<file path="src/rtl/alarm_clock_pkg.sv">
`timescale 1ns/1ps
`default_nettype none
// ============================================================================
// Module      : alarm_clock_pkg
// Description : Shared types and constants for the alarm clock: entry FSM
//               state encoding, commit target encoding, digit range limits,
//               and the HH:MM range test used when ENTRY_RANGE_CHECK_EN is
//               defined.
// Revision    : 1.0  initial release
// ============================================================================
package alarm_clock_pkg;

    // Entry controller FSM state encoding
    typedef enum logic [1:0] {
        ST_IDLE   = 2'd0,
        ST_ENTRY  = 2'd1,
        ST_COMMIT = 2'd2
    } entry_state_t;

    // Which register a finished entry is committed to
    typedef enum logic {
        TGT_ALARM = 1'b0,
        TGT_TIME  = 1'b1
    } entry_target_t;

    localparam logic [3:0] KEY_MAX_DIGIT    = 4'd9;
    localparam logic [3:0] MAX_MS_HR        = 4'd2;
    localparam logic [3:0] MAX_LS_HR_AT_2   = 4'd3;
    localparam logic [3:0] MAX_MS_MIN       = 4'd5;
    localparam logic [2:0] DIGIT_COUNT_FULL = 3'd4;

    // True when the entered digits form a legal 24-hour time (00:00-23:59)
    function automatic logic entry_time_valid(
        input logic [3:0] ms_hr,
        input logic [3:0] ls_hr,
        input logic [3:0] ms_min
    );
        logic w_hr_ok;
        if (ms_hr < MAX_MS_HR) begin
            w_hr_ok = (ls_hr <= KEY_MAX_DIGIT);
        end else if (ms_hr == MAX_MS_HR) begin
            w_hr_ok = (ls_hr <= MAX_LS_HR_AT_2);
        end else begin
            w_hr_ok = 1'b0;
        end
        return w_hr_ok && (ms_min <= MAX_MS_MIN);
    endfunction

endpackage : alarm_clock_pkg
`default_nettype wire

</file>
<file path="src/rtl/alarm_entry_ctrl_if.sv">
`timescale 1ns/1ps
`default_nettype none
// ============================================================================
// Module      : alarm_entry_ctrl_if
// Description : Keypad/button inputs and entry-result outputs of the alarm
//               entry controller. The master modport is the controller side;
//               the slave modport is the keypad/register environment side.
// Revision    : 1.0  initial release
// ============================================================================
interface alarm_entry_ctrl_if;

    logic [3:0] key;
    logic       key_valid;
    logic       alarm_button;
    logic       time_button;
    logic       one_second;
    logic [3:0] new_ms_hr;
    logic [3:0] new_ls_hr;
    logic [3:0] new_ms_min;
    logic [3:0] new_ls_min;
    logic       load_new_alarm;
    logic       load_new_time;
    logic       show_new_time;
    logic       entry_error;

    modport master (
        input  key, key_valid, alarm_button, time_button, one_second,
        output new_ms_hr, new_ls_hr, new_ms_min, new_ls_min,
        output load_new_alarm, load_new_time, show_new_time, entry_error
    );

    modport slave (
        output key, key_valid, alarm_button, time_button, one_second,
        input  new_ms_hr, new_ls_hr, new_ms_min, new_ls_min,
        input  load_new_alarm, load_new_time, show_new_time, entry_error
    );

endinterface : alarm_entry_ctrl_if
`default_nettype wire

</file>
<file path="src/rtl/alarm_entry_timeout.sv">
`timescale 1ns/1ps
`default_nettype none
// ============================================================================
// Module      : alarm_entry_timeout
// Description : Counts enable ticks since the last clear; expired pulses on
//               the tick that brings the count to TIMEOUT_SEC. Clear has
//               priority over a simultaneous tick.
// Revision    : 1.0  initial release
// ============================================================================
module alarm_entry_timeout #(
    parameter int TIMEOUT_SEC = 10
) (
    input  wire  clock,
    input  wire  reset,
    input  wire  clear,
    input  wire  enable,
    output logic expired
);

    localparam int C_CNT_W = $clog2(TIMEOUT_SEC + 1);

    logic [C_CNT_W-1:0] r_count;

    // Expire on the tick that would make the count reach TIMEOUT_SEC
    assign expired = enable && !clear && (r_count == C_CNT_W'(TIMEOUT_SEC - 1));

    // Tick counter, restarted by clear
    always_ff @(posedge clock or negedge reset) begin
        if (!reset) begin
            r_count <= '0;
        end else if (clear) begin
            r_count <= '0;
        end else if (enable && (r_count < C_CNT_W'(TIMEOUT_SEC))) begin
            r_count <= r_count + 1'b1;
        end
    end

endmodule : alarm_entry_timeout
`default_nettype wire

</file>
<file path="src/rtl/alarm_entry_ctrl.sv">
`timescale 1ns/1ps
`default_nettype none
// ============================================================================
// Module      : alarm_entry_ctrl
// Description : Keypad entry controller. Collects four BCD digits (HH:MM)
//               after an alarm/time button opens an entry, and commits them
//               with a one-cycle load strobe when the same button is pressed
//               again. Short entries are rejected with entry_error; an idle
//               entry is abandoned after TIMEOUT_SEC one_second ticks.
//               Optional macro ENTRY_RANGE_CHECK_EN: commit also requires the
//               digits to be a legal 00:00-23:59 time.
// Revision    : 1.0  initial release
// ============================================================================
module alarm_entry_ctrl
    import alarm_clock_pkg::*;
#(
    parameter int TIMEOUT_SEC = 10
) (
    input  wire                 clock,
    input  wire                 reset,
    alarm_entry_ctrl_if.master  bus
);

    entry_state_t  r_state;
    entry_state_t  w_state_next;
    entry_target_t r_target;
    logic [3:0]    r_ms_hr;
    logic [3:0]    r_ls_hr;
    logic [3:0]    r_ms_min;
    logic [3:0]    r_ls_min;
    logic [2:0]    r_count;
    logic          r_entry_error;

    logic w_digit_key;
    logic w_commit_btn;
    logic w_range_ok;
    logic w_accept;
    logic w_open;
    logic w_shift;
    logic w_clear_digits;
    logic w_reject;
    logic w_to_clear;
    logic w_to_enable;
    logic w_expired;

    assign w_digit_key  = bus.key_valid && (bus.key <= KEY_MAX_DIGIT);
    assign w_commit_btn = (r_target == TGT_ALARM) ? bus.alarm_button : bus.time_button;

`ifdef ENTRY_RANGE_CHECK_EN
    assign w_range_ok = entry_time_valid(r_ms_hr, r_ls_hr, r_ms_min);
`else
    assign w_range_ok = 1'b1;
`endif

    assign w_accept = (r_count == DIGIT_COUNT_FULL) && w_range_ok;

    // The timeout restarts outside ENTRY and on every accepted digit key
    assign w_to_clear  = (r_state != ST_ENTRY) || w_digit_key;
    assign w_to_enable = bus.one_second && (r_state == ST_ENTRY);

    alarm_entry_timeout #(
        .TIMEOUT_SEC (TIMEOUT_SEC)
    ) u_timeout (
        .clock   (clock),
        .reset   (reset),
        .clear   (w_to_clear),
        .enable  (w_to_enable),
        .expired (w_expired)
    );

    // FSM state register
    always_ff @(posedge clock or negedge reset) begin
        if (!reset) begin
            r_state <= ST_IDLE;
        end else begin
            r_state <= w_state_next;
        end
    end

    // Next-state and datapath control; a commit button outranks a key
    // arriving in the same cycle, and a digit key outranks a timeout
    always_comb begin
        w_state_next   = r_state;
        w_open         = 1'b0;
        w_shift        = 1'b0;
        w_clear_digits = 1'b0;
        w_reject       = 1'b0;
        case (r_state)
            ST_IDLE: begin
                if (bus.alarm_button || bus.time_button) begin
                    w_state_next = ST_ENTRY;
                    w_open       = 1'b1;
                end
            end
            ST_ENTRY: begin
                if (w_commit_btn) begin
                    if (w_accept) begin
                        w_state_next = ST_COMMIT;
                    end else begin
                        w_state_next   = ST_IDLE;
                        w_reject       = 1'b1;
                        w_clear_digits = 1'b1;
                    end
                end else if (w_digit_key) begin
                    w_shift = 1'b1;
                end else if (w_expired) begin
                    w_state_next   = ST_IDLE;
                    w_clear_digits = 1'b1;
                end
            end
            ST_COMMIT: begin
                w_state_next = ST_IDLE;
            end
            default: begin
                w_state_next = ST_IDLE;
            end
        endcase
    end

    // Commit target latched when an entry opens; alarm wins a tie
    always_ff @(posedge clock or negedge reset) begin
        if (!reset) begin
            r_target <= TGT_ALARM;
        end else if (w_open) begin
            r_target <= bus.alarm_button ? TGT_ALARM : TGT_TIME;
        end
    end

    // Digit shift register and saturating digit count
    always_ff @(posedge clock or negedge reset) begin
        if (!reset) begin
            r_ms_hr  <= '0;
            r_ls_hr  <= '0;
            r_ms_min <= '0;
            r_ls_min <= '0;
            r_count  <= '0;
        end else if (w_open || w_clear_digits) begin
            r_ms_hr  <= '0;
            r_ls_hr  <= '0;
            r_ms_min <= '0;
            r_ls_min <= '0;
            r_count  <= '0;
        end else if (w_shift) begin
            r_ms_hr  <= r_ls_hr;
            r_ls_hr  <= r_ms_min;
            r_ms_min <= r_ls_min;
            r_ls_min <= bus.key;
            if (r_count != DIGIT_COUNT_FULL) begin
                r_count <= r_count + 3'd1;
            end
        end
    end

    // One-cycle rejection strobe, issued as the FSM drops back to IDLE
    always_ff @(posedge clock or negedge reset) begin
        if (!reset) begin
            r_entry_error <= 1'b0;
        end else begin
            r_entry_error <= w_reject;
        end
    end

    assign bus.new_ms_hr      = r_ms_hr;
    assign bus.new_ls_hr      = r_ls_hr;
    assign bus.new_ms_min     = r_ms_min;
    assign bus.new_ls_min     = r_ls_min;
    assign bus.load_new_alarm = (r_state == ST_COMMIT) && (r_target == TGT_ALARM);
    assign bus.load_new_time  = (r_state == ST_COMMIT) && (r_target == TGT_TIME);
    assign bus.show_new_time  = (r_state == ST_ENTRY);
    assign bus.entry_error    = r_entry_error;

endmodule : alarm_entry_ctrl
`default_nettype wire

</file>
<file path="src/flat_wrapper.sv">
// flat-port wrapper written by rule: the top's interface ports become plain ports
module alarm_entry_ctrl_flat import alarm_clock_pkg::*;
#(
    parameter int TIMEOUT_SEC = 10
)
  (clock, reset, bus_key, bus_key_valid, bus_alarm_button, bus_time_button, bus_one_second, bus_new_ms_hr, bus_new_ls_hr, bus_new_ms_min, bus_new_ls_min, bus_load_new_alarm, bus_load_new_time, bus_show_new_time, bus_entry_error);
  alarm_entry_ctrl_if bus_i ();
  input  wire clock;
  input  wire reset;
  input wire logic [$bits(bus_i.key)-1:0] bus_key;
  input wire logic [$bits(bus_i.key_valid)-1:0] bus_key_valid;
  input wire logic [$bits(bus_i.alarm_button)-1:0] bus_alarm_button;
  input wire logic [$bits(bus_i.time_button)-1:0] bus_time_button;
  input wire logic [$bits(bus_i.one_second)-1:0] bus_one_second;
  output wire logic [$bits(bus_i.new_ms_hr)-1:0] bus_new_ms_hr;
  output wire logic [$bits(bus_i.new_ls_hr)-1:0] bus_new_ls_hr;
  output wire logic [$bits(bus_i.new_ms_min)-1:0] bus_new_ms_min;
  output wire logic [$bits(bus_i.new_ls_min)-1:0] bus_new_ls_min;
  output wire logic [$bits(bus_i.load_new_alarm)-1:0] bus_load_new_alarm;
  output wire logic [$bits(bus_i.load_new_time)-1:0] bus_load_new_time;
  output wire logic [$bits(bus_i.show_new_time)-1:0] bus_show_new_time;
  output wire logic [$bits(bus_i.entry_error)-1:0] bus_entry_error;
  assign bus_i.key = bus_key;
  assign bus_i.key_valid = bus_key_valid;
  assign bus_i.alarm_button = bus_alarm_button;
  assign bus_i.time_button = bus_time_button;
  assign bus_i.one_second = bus_one_second;
  assign bus_new_ms_hr = bus_i.new_ms_hr;
  assign bus_new_ls_hr = bus_i.new_ls_hr;
  assign bus_new_ms_min = bus_i.new_ms_min;
  assign bus_new_ls_min = bus_i.new_ls_min;
  assign bus_load_new_alarm = bus_i.load_new_alarm;
  assign bus_load_new_time = bus_i.load_new_time;
  assign bus_show_new_time = bus_i.show_new_time;
  assign bus_entry_error = bus_i.entry_error;
  alarm_entry_ctrl #(.TIMEOUT_SEC(TIMEOUT_SEC)) u_core (.clock(clock), .reset(reset), .bus(bus_i));
endmodule
</file>
<file path="config.mk">
export PLATFORM = sky130hd
export DESIGN_NAME = alarm_entry_ctrl_flat
export DESIGN_NICKNAME = d
export VERILOG_FILES = /design/src/rtl/alarm_clock_pkg.sv /design/src/rtl/alarm_entry_ctrl_if.sv /design/src/rtl/alarm_entry_timeout.sv /design/src/rtl/alarm_entry_ctrl.sv /design/src/flat_wrapper.sv
export SDC_FILE = /design/constraint.sdc
export NUM_CORES = 1
export LEC_CHECK = 0
export CAP_MARGIN = 40
export CORE_MARGIN = 5
export CORE_UTILIZATION = 53
export CTS_CLUSTER_SIZE = 30
export DETAILED_ROUTE_END_ITERATION = 6
export PLACE_DENSITY = 0.83
export SETUP_SLACK_MARGIN = 0.2
export SLEW_MARGIN = 30
export SYNTH_ARGS = -nofsm -noshare
export SYNTH_HDL_FRONTEND = slang
export SYNTH_SLANG_ARGS = --single-unit
</file>
<file path="constraint.sdc">
create_clock -name clock -period 3.01 [get_ports clock]
set_input_delay 0.301 -clock clock [delete_from_list [all_inputs] [get_ports clock]]
set_output_delay 0.301 -clock clock [all_outputs]
set_load 0.02 [all_outputs]
</file>
# Word level (Yosys, flattened, before mapping)
# Index checks and enable logic that the tools add are counted.
classes:
  n_addsub: 2
  order_cmp: 2
  n_eq_ne: 9
  mux: 33
  bitwise_logic: 1
  reduce_logical: 17
op_table:
  columns: ["op", "count"]
  rows:
  - ["2-to-1 mux 4 bit", 10]
  - ["2-to-1 mux 1 bit", 14]
  - ["2-to-1 mux 2 bit", 5]
  - ["2-to-1 mux 3 bit", 3]
  - ["logical AND 1 bit", 7]
  - ["!= test 3 bit (second input constant)", 2]
  - ["nonzero test 2 bit", 3]
  - ["adder 4 x 1 -> 4 bit (second input constant)", 1]
  - ["== test 4 bit (second input constant)", 1]
  - ["less-or-equal comparator 4 bit (second input constant)", 1]
  - ["< comparator 4 bit (second input constant)", 1]
  - ["!= test 2 x 1 -> 1 bit (second input constant)", 2]
  - ["one-hot mux 2 bit (2 select lines)", 1]
  - ["adder 3 x 1 -> 3 bit (second input constant)", 1]
  - ["== test 3 bit (second input constant)", 1]
  - ["logical OR 1 bit", 3]
  - ["!= test 3 x 1 -> 1 bit (second input constant)", 1]
  - ["AND reduction 3 bit", 1]
  - ["== test 2 x 1 -> 1 bit (second input constant)", 1]
  - ["== test 2 bit (second input constant)", 1]
  - ["logical NOT 2 bit", 1]
  - ["AND reduction 2 bit", 1]
  - ["logical NOT 1 bit", 1]
  - ["NOT 1 bit", 1]
totals:
  reg_bits: 27
  input_bits: 10
  output_inout_bits: 20
  elab_cells: 73

# Depth between registers and ports, before layout
depth:
  word_depth: 13
  mapped_depth: 7
  depth_no_buf: 6

# Cells and area by module
# A second synthesis with hierarchy kept.
hier_totals:
  hier_cells: 120
  hier_area_um2: 1290.0
by_module_without_submodules:
  columns: ["mod", "n_inst", "cells_each", "area_each_um2"]
  rows:
  - ["alarm_entry_ctrl", 1, 96, 1064.8]
  - ["alarm_entry_timeout", 1, 24, 225.2]

# Worst setup path before layout
# Ideal clock, no wire load.
synth_timing:
  path_type: "reg2reg"
  startpoint: "reg u_core.u_timeout.r_count[1]"
  endpoint: "reg u_core.r_ms_hr[0] (netlist: u_core.bus.new_ms_hr[0])"
  setup_time_ns: 0.120
  arrival_ns: 1.429
  required_time_ns: 2.890
  slack_ns: 1.461
  path_stages_with_launch: 8
  n_path_buf: 1
  synth_period_minus_slack_ns: 1.549
  path_cell_list: "dfrtp_1 > inv_1 > ha_1 > nand2_1 > a211o_1 > o221ai_4 > buf_6 > a21oi_1"
synth_between:
  elab_chain_cells: 8
  elab_cells_between_ends: 9
  cone_classes: "1 x eq/ne; 5 x mux; 3 x reduce/logical"
synth_rtl:
  columns: ["element", "line_no", "text"]
  rows:
  - ["from (decl)", "alarm_entry_timeout.sv:22", "logic [C_CNT_W-1:0] r_count;"]
  - ["from (signal assigned)", "alarm_entry_timeout.sv:34", "r_count <= r_count + 1'b1;"]
  - ["== test 4 bit *", "alarm_entry_timeout.sv:25", "assign expired = enable && !clear && (r_count == C_CNT_W'(TIMEOUT_SEC - 1));"]
  - ["logical AND 1 bit *", "alarm_entry_timeout.sv:25", null]
  - ["2-to-1 mux 1 bit *", "alarm_entry_ctrl.sv:106", "end else if (w_expired) begin"]
  - ["2-to-1 mux 1 bit *", "alarm_entry_ctrl.sv:104", "end else if (w_digit_key) begin"]
  - ["2-to-1 mux 1 bit *", "alarm_entry_ctrl.sv:96", "if (w_commit_btn) begin"]
  - ["2-to-1 mux 1 bit *", "alarm_entry_ctrl.sv:88", "case (r_state)"]
  - ["logical OR 1 bit *", "alarm_entry_ctrl.sv:137", "end else if (w_open || w_clear_digits) begin"]
  - ["2-to-1 mux 4 bit or nonzero test 2 bit (tied branches)", null, null]
  - ["to (signal assigned)", "alarm_entry_ctrl.sv:144", "r_ms_hr <= r_ls_hr;"]
  - ["to (decl)", "alarm_entry_ctrl.sv:27", "logic [3:0] r_ms_hr;"]
# Every way passes the cells marked *; elsewhere a longest branch is shown, timed or not.
# A chain may end at the register's enable or synchronous reset.

# Worst setup path in the final report
layout_timing:
  startpoint: "reg u_core.r_state[1]"
  endpoint: "out bus_show_new_time"
layout_between:
  elab_chain_cells: 1
layout_rtl:
  columns: ["element", "line_no", "text"]
  rows:
  - ["from (decl)", "alarm_entry_ctrl.sv:24", "entry_state_t r_state;"]
  - ["from (signal assigned)", "alarm_entry_ctrl.sv:76", "r_state <= w_state_next;"]
  - ["== test 2 x 1 -> 1 bit", "alarm_entry_ctrl.sv:169", "assign bus.show_new_time = (r_state == ST_ENTRY);"]
  - ["to (decl)", "flat_wrapper.sv:21", "output wire logic [$bits(bus_i.show_new_time)-1:0] bus_show_new_time;"]
# Every way passes these cells.

==> results_dict.tcl <==
set metrics [dict create \
    required_ps 2710 \
    fin_tns_setup_ps 0 \
    hp-class "input pin to async pin" \
    synth-async-reset-ratio_pct 100 \
    maxCapViolCount 0 \
    yosysWarnings 0 \
    tightestPinTransition_ps 678 \
    maxSlewHeadroom_pct 54.8 \
    clockBufferDepth 2 \
    cpMaxStageDelayCell "clkdlybuf4s50_1" \
    synth_edf_count 0 \
    io_pins 30 \
    die_w_um 60.0 \
    clk_pin_slew_ps 140 \
    route.vias.total 1046 \
    initial_core_util_pct 54.4 \
    rsz0062_at_grt "no" \
    gp_congestion 0.779 \
    cts_root_buf "clkbuf_4" \
    track_usage_pct 16.7 \
    path_class "flop to output port" \
    clk_latency_ps 310 \
    path_cells "and2b_1 > clkdlybuf4s50_1" \
    cts_buffers 3 \
    synth_top_area_share_pct 51.0 \
    setup_viol 0 \
    row_count 18 \
    p_leak_nw 0.667 \
    synthCells 133 \
    drc 0 \
    r2r_cells 4 \
    start_kind "flop" \
    holdWs_ps 342 \
    period_needed_ps 2170 \
    p_per_area_nw_per_um2 554 \
    portBuffers 29 \
    via_per_inst 5.45 \
    numClockSinks 27 \
    syn_area_sq_um 1320 \
    post_drt_wl_per_cell_um 14.2 \
    fin_skew_ps 8.59 \
    post_cts_resized 0 \
    synthFlopType "dfrtp_1" \
    overflow 0 \
    yosysTopAreaCell "dfrtp_1" \
    drt_pass1_iterations 4 \
    antenna_cells 0 \
    hpwl_um 2100 \
    hold_buffers 0 \
    core_area_sq_um 2430 \
    multi_input_area_sq_um 597 \
    endpoint_kind "output port" \
    nNetsFinal 177 \
    grt_max_degree 28 \
    htree_levels 1 \
    fp.dieArea_sq_um 3600 \
    final_cells 192 \
    seq_area_frac_synth_pct 51.0 \
    antenna_found_initial 0 \
    drt-total-wl_um 2730 \
    cpPeakStageDelay_ps 680 \
    seq_area_sq_um 676 \
    status "complete, no violations" \
    critPathArrivalTime_ps 1870 \
    detail-route-antenna-nets 0 \
    ys_types 33 \
    vdd_drop_max_mv 0.424 \
    hold_viol 0 \
    synthTopCellsByArea "dfrtp_1, nand2_1, a21oi_1" \
    drtIter0Drc 21 \
    final_max_slew_viol_count 0 \
    cts_tree "yes" \
    min_period_over_period_pct 72.2 \
    total_power_w 0.000912 \
    die_height_um 60.0 \
    grt_pass1_wl_um 4610 \
    syn2layout_area_growth_pct 24.4 \
    max_freq_mhz 460 \
    drive_above_1_share_pct 11.7 \
    place_inst 188 \
    critPathMaxFanout 9 \
    ys_ff_latch 27 \
    cts_setup_buffers 0 \
    fillers 204 \
    grt_pass1_vias 1075 \
    syn_nets 147 \
    avgSynthCellArea_sq_um 9.95 \
]
## path summary, 6_finish.rpt
kind,end,slack (ps),from
min in group clock,u_core.bus.new_ms_hr[0],530,u_core.bus.new_ms_hr[0]
hold / removal,u_core.bus.new_ls_hr[3],340,reset
setup reg to reg,u_core.r_count[2],960,u_core.r_state[1]
setup / recovery,bus_show_new_time,840,u_core.r_state[1]
max in group asynchronous,u_core.bus.new_ls_min[0],2410,reset
hold reg to reg,u_core.bus.new_ms_hr[0],530,u_core.bus.new_ms_hr[0]
## per-stage QoR
stage	util (%)	worst slack (ps)	cell area (sq um)
finish	67.7	837	1650
global route	67.7	757	1650
CTS	67.7	837	1650
detailed placement	66.6	802	1620
global placement	66.6	887	1620
floorplan	-	1460	1320
## worst max-delay path, delay by kind of cell, from the launching register on
family	cells	cell delay, ps
DFF	1	440
and+or+nand+nor	1	440
buffers and inverters	1	680
## sequential cells by signal, indices dropped and copies added, names as in the netlist
signal                    count
u_core.bus.entry_error        1
u_core.bus.new_ls_hr          4
u_core.bus.new_ls_min         4
u_core.bus.new_ms_hr          4
u_core.bus.new_ms_min         4
u_core.r_count                3
u_core.r_state                2
u_core.r_target               1
u_core.u_timeout.r_count      4
## cell usage after synthesis (2+ instances only)
| master | instances |
|---|---|
| nor2_1 | 7 |
| dfrtp_1 | 27 |
| nand3_1 | 3 |
| xor2_1 | 2 |
| ha_1 | 4 |
| mux2_2 | 2 |
| nand2_1 | 37 |
| a21oi_1 | 14 |
| o21ai_0 | 3 |
| buf_2 | 2 |
| buf_6 | 2 |
| a21oi_2 | 7 |
| inv_1 | 3 |
## kinds of logic (layout without fill, tap and decap cells)
| logic type | after synthesis | in the layout | synth area share [%] |
|---|---|---|---|
| multiplexers | 3 | 3 | 2.46 |
| AO/OA/AOI/OAI | 30 | 30 | 16.4 |
| AND/OR/NAND/NOR | 59 | 59 | 21.1 |
| XOR/XNOR | 2 | 2 | 1.32 |
| flip-flops | 27 | 27 | 51.0 |
| adder cells (fa/ha/maj) | 4 | 4 | 3.78 |
| buffers and inverters | 8 | 37 | 3.88 |
## metal layers
layer	part of all wire (%)	global-route usage (%)	wire, um	vias up
met5	0	0	0	-
met4	0.51	4.75	14	0
met3	6.6	3.67	180	2
met2	50	28.4	1370	34
met1	43	21.2	1160	496
li1	-	-	-	514
## power by group
part	leakage (nW)	switching, W	total (W)	internal [W]
logic	0.279	0.000208	0.000326	0.000118
clock network	0.0177	0.0000968	0.000146	0.0000496
registers	0.370	0.0000402	0.000440	0.000400
## final cells by class
class | instances | area share, %
Tap cell | 30 | 2.28
Clock buffer | 3 | 1.37
Inverter | 3 | 0.684
Multi-Input combinational cell | 98 | 36.2
Timing Repair Buffer | 30 | 18.1
Clock inverter | 1 | 0.304
Sequential cell | 27 | 41.0
## cells in the final DEF (no fill, tap or decap), drive strengths merged, types with 2 or more instances in the layout
| cell | instances |
|---|---|
| a21oi | 21 |
| clkbuf | 3 |
| clkdlybuf4s50 | 29 |
| dfrtp | 27 |
| ha | 4 |
| inv | 3 |
| mux2 | 2 |
| nand2 | 38 |
| nand3 | 3 |
| nand4 | 2 |
| nor2 | 7 |
| o21ai | 4 |
| xor2 | 2 |
(Power assumes the default switching activity.)
